$ cat src/rtl/cv32e40x_pkg.sv
// Shared types and constants for the fence.i flush unit and its OBI helpers.
package cv32e40x_pkg;

  localparam int unsigned FENCEI_TIMEOUT_DEFAULT = 1023;

  typedef enum logic [1:0] {
    IDLE  = 2'd0,
    DRAIN = 2'd1,
    INVAL = 2'd2,
    ACK   = 2'd3
  } fencei_state_e;

endpackage

$ cat src/rtl/cv32e40x_obi_outstanding_cnt.sv
// Saturating count of granted-but-unanswered OBI transactions; usable on the
// instruction or data side.
module cv32e40x_obi_outstanding_cnt #(
  parameter int unsigned MAX_OUTSTANDING = 2
) (
  input  logic                                 clk,
  input  logic                                 rst_n,
  input  logic                                 req_i,
  input  logic                                 gnt_i,
  input  logic                                 rvalid_i,
  output logic [$clog2(MAX_OUTSTANDING+1)-1:0] cnt_o,
  output logic                                 empty_o
);

  localparam int unsigned CNT_W = $clog2(MAX_OUTSTANDING + 1);

  logic [CNT_W-1:0] cnt_q;
  logic [CNT_W-1:0] cnt_d;
  logic             inc;
  logic             dec;

  assign inc = req_i & gnt_i;
  assign dec = rvalid_i;

  // NOTE: every always_comb output gets a default first so no latch is inferred.
  always_comb begin
    cnt_d = cnt_q;
    if (inc && !dec && (cnt_q != CNT_W'(MAX_OUTSTANDING))) begin
      cnt_d = cnt_q + CNT_W'(1);
    end else if (dec && !inc && (cnt_q != '0)) begin
      cnt_d = cnt_q - CNT_W'(1);
    end
  end

  // NOTE: sequential state uses non-blocking assignments and resets asynchronously.
  always_ff @(posedge clk or negedge rst_n) begin
    if (!rst_n) begin
      cnt_q <= '0;
    end else begin
      cnt_q <= cnt_d;
    end
  end

  assign cnt_o   = cnt_q;
  assign empty_o = (cnt_q == '0);

endmodule

$ cat src/rtl/cv32e40x_fencei_flush_unit.sv
// fence.i flush sequencer: drain outstanding fetches, invalidate, acknowledge.
// Optional watchdog enabled by defining CV32E40X_FENCEI_TIMEOUT_EN.
module cv32e40x_fencei_flush_unit
  import cv32e40x_pkg::*;
#(
  parameter int unsigned MAX_OUTSTANDING = 2,
  parameter int unsigned TIMEOUT_CYCLES  = FENCEI_TIMEOUT_DEFAULT
) (
  input  logic clk,
  input  logic rst_n,
  input  logic fencei_flush_req_i,
  output logic fencei_flush_ack_o,
  input  logic instr_req_i,
  input  logic instr_gnt_i,
  input  logic instr_rvalid_i,
  output logic inval_req_o,
`ifdef CV32E40X_FENCEI_TIMEOUT_EN
  output logic timeout_o,
`endif
  input  logic inval_ack_i,
  output logic busy_o
);

  localparam int unsigned CNT_W = $clog2(MAX_OUTSTANDING + 1);

  fencei_state_e    state_q;
  fencei_state_e    state_d;
  logic [CNT_W-1:0] outstanding;
  logic             cnt_empty;
  logic             drained;
  logic             timeout_hit;

  cv32e40x_obi_outstanding_cnt #(
    .MAX_OUTSTANDING(MAX_OUTSTANDING)
  ) u_outstanding_cnt (
    .clk      (clk),
    .rst_n    (rst_n),
    .req_i    (instr_req_i),
    .gnt_i    (instr_gnt_i),
    .rvalid_i (instr_rvalid_i),
    .cnt_o    (outstanding),
    .empty_o  (cnt_empty)
  );

  // A new request in the same cycle would be fetched with stale code.
  assign drained = cnt_empty & ~instr_req_i;

`ifdef CV32E40X_FENCEI_TIMEOUT_EN
  localparam int unsigned WD_W = $clog2(TIMEOUT_CYCLES + 1);

  logic [WD_W-1:0] wdog_q;
  logic            timeout_q;
  logic            waiting;

  assign waiting     = (state_q == DRAIN) || (state_q == INVAL);
  assign timeout_hit = waiting && (wdog_q == WD_W'(TIMEOUT_CYCLES - 1));

  always_ff @(posedge clk or negedge rst_n) begin
    if (!rst_n) begin
      wdog_q    <= '0;
      timeout_q <= 1'b0;
    end else begin
      wdog_q <= waiting ? (wdog_q + WD_W'(1)) : '0;
      if (timeout_hit) begin
        timeout_q <= 1'b1;
      end
    end
  end

  assign timeout_o = timeout_q;
`else
  logic unused_cfg;

  assign timeout_hit = 1'b0;
  assign unused_cfg  = ^{TIMEOUT_CYCLES, outstanding};
`endif

  always_ff @(posedge clk or negedge rst_n) begin
    if (!rst_n) begin
      state_q <= IDLE;
    end else begin
      state_q <= state_d;
    end
  end

  always_comb begin
    state_d = state_q;
    unique case (state_q)
      IDLE:    if (fencei_flush_req_i) state_d = DRAIN;
      DRAIN:   if (drained)            state_d = INVAL;
      INVAL:   if (inval_ack_i)        state_d = ACK;
      ACK:                             state_d = IDLE;
      default:                         state_d = IDLE;
    endcase
    // The watchdog overrides any normal transition and drops inval_req_o with it.
    if (timeout_hit) begin
      state_d = ACK;
    end
  end

  // Outputs decode the state register only, so they are glitch-free.
  always_comb begin
    fencei_flush_ack_o = (state_q == ACK);
    inval_req_o        = (state_q == INVAL);
    busy_o             = (state_q != IDLE);
  end

endmodule

$ cat config.mk
export PLATFORM = sky130hd
export DESIGN_NAME = cv32e40x_fencei_flush_unit
export DESIGN_NICKNAME = d
export VERILOG_FILES = /design/src/rtl/cv32e40x_pkg.sv /design/src/rtl/cv32e40x_obi_outstanding_cnt.sv /design/src/rtl/cv32e40x_fencei_flush_unit.sv
export SDC_FILE = /design/constraint.sdc
export NUM_CORES = 1
export LEC_CHECK = 0
export ABC_AREA = 1
export CAP_MARGIN = 15
export CELL_PAD_IN_SITES_DETAIL_PLACEMENT = 1
export CELL_PAD_IN_SITES_GLOBAL_PLACEMENT = 2
export CORE_MARGIN = 8
export CORE_UTILIZATION = 23
export CTS_CLUSTER_DIAMETER = 30
export CTS_CLUSTER_SIZE = 20
export DETAILED_ROUTE_END_ITERATION = 10
export PLACE_DENSITY_LB_ADDON = 0.1
export SLEW_MARGIN = 15
export SYNTH_ARGS = -nofsm -noshare
export SYNTH_HDL_FRONTEND = slang
export SYNTH_SLANG_ARGS = --single-unit
$ cat constraint.sdc
create_clock -name clk -period 2.5 [get_ports clk]
set_clock_uncertainty 0.2 [all_clocks]
set_input_delay 0.375 -clock clk [delete_from_list [all_inputs] [get_ports clk]]
set_output_delay 0.375 -clock clk [all_outputs]
set_load 0.005 [all_outputs]
==> flow_metrics.py, run 1 <==
metrics = {
    "run_status": {
        "outcome": "complete, no violations",
    },
    "layout": {
        "layout_commonest_cell": "nand2_1",
        "nets": 72,
        "final_util_pct": 34.8,
        "drive_gt1_share_pct": 13.8,
        "fin_cells": 73,
        "diodes": 0,
        "fin_area_sq_um": 453,
        "area_growth_pct": 40.9,
        "final_cell_mix": "15 x nand2_1, 9 x clkdlybuf4s50_1, 7 x inv_1, 7 x nand3_1, 5 x ha_1",
    },
    "drt": {
        "drtAntennaViolNets": 0,
        "drt-vias-per-instance": 4.23,
        "drt_iter0_drc": 0,
        "drcViolationCount": 0,
        "post_drt_wl_per_cell_microns": 10.7,
        "postRouteWirelength_microns": 779,
        "first_pass_iters": 1,
        "dr_total_vias": 309,
    },
    "power": {
        "power_mw": 0.479,
        "power_density_nw_per_um2": 1060,
        "ir_drop_v": 0.000302,
        "leakage_nw": 0.244,
    },
    "grt": {
        "grt_use_total_pct": 6.92,
        "grt_pass1_wl_mm": 1.46,
        "antenna_found_initial": 0,
        "grt_pass1_vias": 357,
        "grt_max_degree": 5,
        "overflow": 0,
    },
    "logic_synthesis": {
        "ys_seq_elements": 4,
        "syn-num-nets": 58,
        "synth.avg_cell_area_sq_um": 6.99,
        "ys_top_cells_by_area": "dfrtp_1 31%, ha_1 19%, nand2_1 18%",
        "synth_top_area_cell": "dfrtp_1",
        "synth_cells": 46,
        "yosysTopAreaCellShare_pct": 31.1,
        "yosysSeqAreaShare_pct": 31.1,
        "synthesis.area_sq_um": 322,
        "ys_types": 10,
        "yosys_warnings": 0,
    },
    "clock_network": {
        "cts_tree": "built",
        "clk_latency_ps": 230,
        "cts-buffers-inserted": 3,
        "cts_hold_buf": 0,
        "htree_num_levels": 1,
        "cts_setup_buffers": 0,
        "cts.path.max_buffers": 2,
        "cts_resized": 0,
        "cts_num_sinks": 4,
        "clockRootBuffer": "clkbuf_4",
        "clkTransAtPathRegs_ps": 40,
    },
    "placement": {
        "placedCellCount": 70,
        "place.gp.congestion": 0.702,
        "dpl_worst_slack_ps": 655,
        "placed_cell_area_sq_um": 430,
        "port_buffers": 9,
        "dp_hpwl_microns": 689,
    },
    "timing": {
        "fin_tns_setup_ps": 0,
        "layout_min_cycle_time_ps": 2070,
        "hold_viol": 0,
        "finalSetupViolations": 0,
        "relSlewSlack_pct": 88.0,
        "rsz0062_at_grt": "false",
        "tightest_slew_ps": 179,
        "max_freq_mhz": 484,
        "period_share_pct": 82.7,
        "setup_slack_ps": 433,
        "finalMaxSlewViolations": 0,
        "holdWs_ps": 146,
    },
    "die": {
        "chipHeight_microns": 53.4,
        "fp.coreArea_sq_um": 1300,
        "fp.dieW_microns": 53.4,
        "io_pins": 10,
        "num_rows": 13,
        "dieArea_sq_um": 2850,
        "start_util_pct": 24.7,
    },
    "job": {
        "drv_cap": 0,
    },
    "hold_path": {
        "hp-class": "in -> async",
    },
    "worst_setup_path": {
        "required_ps": 1920,
        "critPathKind": "reg -> out",
        "cp_max_fo": 4,
        "r2r_start": "state_q[0]",
        "crit_path_start_kind": "flop",
        "cp-end-kind": "output pin",
        "crit_arrival_ps": 1490,
        "cp-startpoint": "state_q[1]",
    },
}
-- layout make-up --
class	instances	area, sq um
Clock buffer	3	22.5
Multi-Input combinational cell	34	191
Timing Repair Buffer	9	90.1
Fill cell	171	848
Sequential cell	4	100
Tap cell	15	18.8
Inverter	8	30.0
-- routing by layer --
layer / vias up / track usage (%) / routed length, microns
li1: 164 / - / -
met5: - / 0 / 0
met1: 144 / 6.12 / 289
met2: 1 / 13.5 / 477
met4: 0 / 3.78 / 0
met3: 0 / 1.96 / 12
-- sequential cells by signal, summed over array words and instances (netlist names) --
signal / flops
state_q: 2
u_outstanding_cnt.cnt_o: 2
-- logic make-up (layout without fill, tap and decap cells) --
| group | count (synthesis) | after routing | synth area share [%] |
|---|---|---|---|
| buffers and inverters | 8 | 20 | 9.34 |
| AND/OR/NAND/NOR | 28 | 28 | 38.5 |
| adder cells (fa/ha/maj) | 5 | 5 | 19.5 |
| flip-flops | 4 | 4 | 31.1 |
| AO/OA/AOI/OAI | 1 | 1 | 1.55 |
-- Yosys cell counts (all sizes together) --
| library cell | count |
|---|---|
| dfrtp | 4 |
| ha | 5 |
| inv | 8 |
| nand2 | 18 |
| nand3 | 7 |
| nor2 | 2 |
| o21ai | 1 |
| or2 | 1 |
-- final timing paths --
kind	endpoint	slack [ps]	cells past startpoint
hold reg to reg	state_q[0]	340	2
hold / removal	u_outstanding_cnt.cnt_o[0]	150	1
setup / recovery	busy_o	430	4
min in group clk	state_q[0]	340	2
max in group asynchronous	u_outstanding_cnt.cnt_o[1]	1790	1
setup reg to reg	state_q[0]	1080	5
-- power breakdown --
part / internal (mW) / switching, mW / leakage [nW]
registers: 0.0974 / 0.0354 / 0.0494
logic: 0.130 / 0.137 / 0.181
clock network: 0.0537 / 0.0255 / 0.0138
-- worst max-delay path: stages, from the launching register on --
cell and delay (ps):
dfrtp_1 400, inv_1 100, ha_1 200, inv_1 70, clkdlybuf4s50_1 500
(Power assumes the default switching activity.)
==> run 2: changes to the inputs <==
CORE_UTILIZATION = 22   (was 23)
clock period = 2 ns   (was 2.5 ns; I/O delays follow)
==> run 2 against run 1 <==
Global-route usage decreased by 1.3 points; hold slack got worse by 80 ps; critical path type unchanged; sequential share of layout area decreased by 0.94 points.
==> flow_metrics.py, run 2 (synthesis results as in run 1) <==
metrics = {
    "timing": {
        "finalMaxSlewViolations": 0,
        "finalSetupViolations": 0,
        "hold_viol": 0,
        "tightest_slew_ps": 171,
        "max_freq_mhz": 522,
        "layout_min_cycle_time_ps": 1920,
        "relSlewSlack_pct": 88.5,
        "setup_slack_ps": 84.5,
        "rsz0062_at_grt": "false",
        "fin_tns_setup_ps": 0,
        "period_share_pct": 95.8,
    },
    "die": {
        "num_rows": 13,
        "chipHeight_microns": 54.2,
        "dieArea_sq_um": 2940,
        "io_pins": 10,
        "start_util_pct": 24.1,
        "fp.dieW_microns": 54.2,
        "fp.coreArea_sq_um": 1330,
    },
    "layout": {
        "layout_commonest_cell": "nand2_1",
        "area_growth_pct": 47.1,
        "fin_area_sq_um": 473,
        "nets": 74,
        "diodes": 0,
        "final_cell_mix": "15 x nand2_1, 8 x clkdlybuf4s50_1, 7 x nand3_1",
        "nFillCells": 173,
        "drive_gt1_share_pct": 20.0,
    },
    "worst_setup_path": {
        "cp_max_fo": 4,
        "cp-startpoint": "state_q[1]",
        "cp-end-kind": "output pin",
        "critPathKind": "reg -> out",
        "rr_worst_depth": 5,
        "r2r_slack_ps": 620,
        "r2r_end": "state_q[0]",
        "r2r_start": "state_q[1]",
        "crit_path_start_kind": "flop",
        "crit_arrival_ps": 1420,
        "required_ps": 1500,
    },
    "clock_network": {
        "clkTransAtPathRegs_ps": 40,
        "htree_num_levels": 1,
        "clk_latency_ps": 230,
        "cts-buffers-inserted": 3,
        "cts_tree": "built",
        "cts.path.max_buffers": 2,
        "clockRootBuffer": "clkbuf_4",
        "cts_num_sinks": 4,
    },
    "run_status": {
        "outcome": "complete, no violations",
    },
    "grt": {
        "grt_pass1_wl_mm": 1.24,
        "grt_use_total_pct": 5.66,
        "overflow": 0,
        "grt_pass1_vias": 303,
        "antenna_found_initial": 0,
        "grt_max_degree": 5,
    },
    "drt": {
        "drt-vias-per-instance": 4.07,
        "first_pass_iters": 2,
        "postRouteWirelength_microns": 809,
        "drcViolationCount": 0,
        "drt_iter0_drc": 1,
        "post_drt_wl_per_cell_microns": 10.8,
        "drtAntennaViolNets": 0,
        "dr_total_vias": 305,
    },
    "placement": {
        "place.gp.congestion": 0.766,
        "dp_hpwl_microns": 638,
        "dpl_worst_slack_ps": 240,
        "port_buffers": 9,
        "placed_cell_area_sq_um": 430,
    },
    "job": {
        "drv_cap": 0,
    },
    "power": {
        "power_density_nw_per_um2": 1340,
        "power_mw": 0.631,
        "leakage_nw": 0.258,
        "ir_drop_v": 0.000504,
    },
    "hold_path": {
        "hp-class": "in -> async",
    },
}
-- run 2: cell count changes in the layout (fill, tap and decap cells not counted), sizes merged --
cell           previous run  this run
clkdlybuf4s50             9         8
dlymetal6s2s              0         1
buf                       0         2
-- run 2: worst max path at each step --
stage          slack [ps]            endpoint  depth (start not counted)
4_1_cts                 9              busy_o                          4
5_1_grt                10         inval_req_o                          3
3_3_place_gp          280              busy_o                          4
2_1_floorplan         630          state_q[0]                          5
6_report               80  fencei_flush_ack_o                          3
3_5_place_dp          240              busy_o                          4
-- run 2: stage by stage --
stage | util [%] | hold slack [ps] | cells
floorplan | - | -196 | 46
global placement | 32.3 | 308 | 70
detailed placement | 32.3 | 307 | 70
CTS | 34.5 | 57.1 | 74
global route | 35.5 | 64.2 | 75
finish | 35.5 | 65.7 | 75
-- run 2: final cells by class --
class	instances	area, sq um	share of cell area [%]
repair buffers	11	108	22.8
well taps	15	18.8	3.97
flip-flops and latches	4	100	21.2
inverters	8	30.0	6.35
multi-input cells	34	194	41.0
clock buffers	3	22.5	4.76
-- run 2: timing repair --
item	in CTS	in global routing
hold buffers	0	0
gates resized for setup	0	3
setup buffers	1	1
pin swaps	0	0
endpoints found under the setup margin	1	2
-- run 2: per-layer routing --
layer | up-vias | global-route usage, % | routed length (microns)
met5 | - | 0 | 0
met4 | 0 | 3.69 | 0
met3 | 0 | 1.08 | 61
met2 | 6 | 9.35 | 383
met1 | 129 | 6.51 | 365
li1 | 170 | - | -
-- run 2: power by group --
part	internal (mW)	switching, mW
sequential	0.122	0.0379
combinational	0.185	0.190
clock	0.0669	0.0299
-- run 2: critical path, stage by stage (launching register included) --
cell	delay, ps
dfrtp_1	410
buf_4	150
ha_1	180
clkdlybuf4s50_1	450
==> run 3: changes to the inputs <==
ABC_AREA = not set   (was 1)
CORE_AREA = 8 8 45 47   (was not set)
CORE_MARGIN = not set   (was 8)
CORE_UTILIZATION = not set   (was 22)
DIE_AREA = 0 0 53 55   (was not set)
==> run 3 against run 2 <==
Final area down 1.9%; via count down 12%; count of clock-buffer cells in the layout is the same; routed wire length down 4.0%; sequential power down 4%; critical endpoint is now inval_req_o; combinational power fell by 8.3%; cell count fell by 21%; core utilization is 1.9 points lower; clock power grew 5%; first-iteration DRC count grew 100%; largest power group unchanged; die area decreased by 0.88%; worst setup slack better by 16 ps.
==> flow_metrics.py, run 3 <==
metrics = {
    "run_status": {
        "outcome": "complete, no violations",
    },
    "logic_synthesis": {
        "yosysTopAreaCellShare_pct": 32.1,
        "synth_top_area_cell": "dfrtp_1",
        "synth.most_common_cell": "ha_1",
        "ys_top_cells_by_count": "5 x ha_1, 4 x dfrtp_1, 4 x inv_1",
        "ys_types": 18,
        "synthesis.area_sq_um": 312,
        "yosysSeqAreaShare_pct": 32.1,
        "synth.avg_cell_area_sq_um": 10.7,
        "ys_seq_elements": 4,
        "ys_top_cells_by_area": "dfrtp_1 32%, ha_1 20%, inv_1 4.8%",
        "syn-num-nets": 41,
        "yosys_warnings": 0,
        "synth_cells": 29,
        "ys.flop_type": "dfrtp_1",
        "synthArstFlopShare_pct": 100,
        "synth_edf_count": 0,
    },
    "die": {
        "dieArea_sq_um": 2920,
        "io_pins": 10,
        "chipHeight_microns": 55,
        "fp.dieW_microns": 53,
        "start_util_pct": 22.5,
        "num_rows": 14,
        "fp.coreArea_sq_um": 1380,
    },
    "drt": {
        "drtAntennaViolNets": 0,
        "drcViolationCount": 0,
        "first_pass_iters": 2,
        "dr_total_vias": 269,
        "drt-vias-per-instance": 4.56,
        "post_drt_wl_per_cell_microns": 13.2,
        "postRouteWirelength_microns": 777,
        "drt_iter0_drc": 2,
    },
    "power": {
        "ir_drop_v": 0.000504,
        "power_density_nw_per_um2": 1290,
        "leakage_nw": 0.210,
    },
    "clock_network": {
        "cts-buffers-inserted": 3,
        "cts_tree": "built",
        "clkTransAtPathRegs_ps": 40,
        "clk_latency_ps": 240,
        "cts.path.max_buffers": 2,
        "cts_hold_buf": 0,
        "clockRootBuffer": "clkbuf_4",
        "cts_num_sinks": 4,
        "htree_num_levels": 1,
    },
    "timing": {
        "finalSetupViolations": 0,
        "period_share_pct": 95.0,
        "relSlewSlack_pct": 79.9,
        "layout_min_cycle_time_ps": 1900,
        "max_freq_mhz": 526,
        "rsz0062_at_grt": "false",
        "tightest_slew_ps": 297,
        "finalMaxSlewViolations": 0,
        "fin_tns_setup_ps": 0,
        "hold_viol": 0,
    },
    "layout": {
        "final_cell_mix": "8 x clkdlybuf4s50_1, 4 x ha_1, 4 x dfrtp_1",
        "area_growth_pct": 49.0,
        "nets": 57,
        "layout_commonest_cell": "clkdlybuf4s50_1",
        "final_util_pct": 33.5,
        "drive_gt1_share_pct": 25.6,
        "nFillCells": 161,
        "fin_area_sq_um": 464,
        "diodes": 0,
    },
    "grt": {
        "grt_pass1_vias": 314,
        "grt_max_degree": 7,
        "grt_use_total_pct": 6.35,
        "overflow": 0,
        "grt_pass1_wl_mm": 1.26,
        "antenna_found_initial": 0,
    },
    "worst_setup_path": {
        "cp-startpoint": "state_q[0]",
        "crit_path_start_kind": "flop",
        "r2r_start": "state_q[0]",
        "cp_max_fo": 4,
        "critPathKind": "reg -> out",
        "required_ps": 1500,
        "crit_arrival_ps": 1400,
        "cp-end-kind": "output pin",
    },
    "job": {
        "drv_cap": 0,
    },
    "placement": {
        "place.gp.congestion": 0.597,
        "dp_hpwl_microns": 618,
        "placed_cell_area_sq_um": 422,
        "port_buffers": 9,
    },
    "hold_path": {
        "hp-class": "in -> async",
    },
}
-- run 3: logic make-up after synthesis --
family | share of synthesized area (%)
multiplexers | 8.03
AND/OR/NAND/NOR | 13.3
AO/OA/AOI/OAI | 18.9
adder cells (fa/ha/maj) | 20.1
buffers and inverters | 4.82
XOR/XNOR | 2.81
flip-flops | 32.1
-- run 3: worst paths after layout --
kind                                                   end  depth (start not counted)  slack [ps]
worst max-delay path                           inval_req_o                          3         100
worst min-delay path            u_outstanding_cnt.cnt_o[0]                          1          60
worst max register to register                  state_q[1]                          5         400
worst min register to register  u_outstanding_cnt.cnt_o[0]                          1         360
max in group asynchronous                       state_q[1]                          1        1380
min in group clk                u_outstanding_cnt.cnt_o[0]                          1         360
-- run 3: layout make-up --
| cell class | count | area [sq um] | share of cell area [%] |
|---|---|---|---|
| multi-input cells | 21 | 199 | 42.9 |
| repair buffers | 11 | 108 | 23.2 |
| flip-flops and latches | 4 | 100 | 21.6 |
| clock buffers | 3 | 22.5 | 4.85 |
| well taps | 16 | 20.0 | 4.31 |
| inverters | 4 | 15.0 | 3.23 |
-- run 3: worst max-delay path: stages, from the launching register on --
cell             delay, ps
dfrtp_1                380
inv_2                   90
ha_2                   190
clkdlybuf4s50_1        500
-- run 3: metal layers --
layer  GRT usage [%]  up-vias  routed length, microns
met5               0        -                       0
met2            11.1        7                     456
met3            3.48        0                      51
met1            5.18      132                     269
li1                -      130                       -
met4            5.17        0                       0
-- run 3: per-stage QoR --
step / power [mW] / setup WS, ps / instances / hold WS (ps)
after global routing: 0.656 / 38.4 / 59 / 68.3
after floorplan: 0.348 / 398 / 29 / -196
after detailed placement: 0.475 / 133 / 54 / 320
after CTS: 0.612 / 26.5 / 59 / 65.4
final: 0.600 / 100 / 59 / 60.2
after global placement: 0.467 / 159 / 54 / 310
-- run 3: what timing repair did --
item | 4_1_cts | 5_1_grt
buffers inserted | 2 | 0
endpoints found under the hold margin | 0 | 0
gates resized for setup | 0 | 3
setup endpoints to repair | 1 | 2
-- run 3: report_power, final --
part	internal [mW]	switching [mW]
Combinational	0.200	0.144
Clock	0.0672	0.0348
Sequential	0.119	0.0352
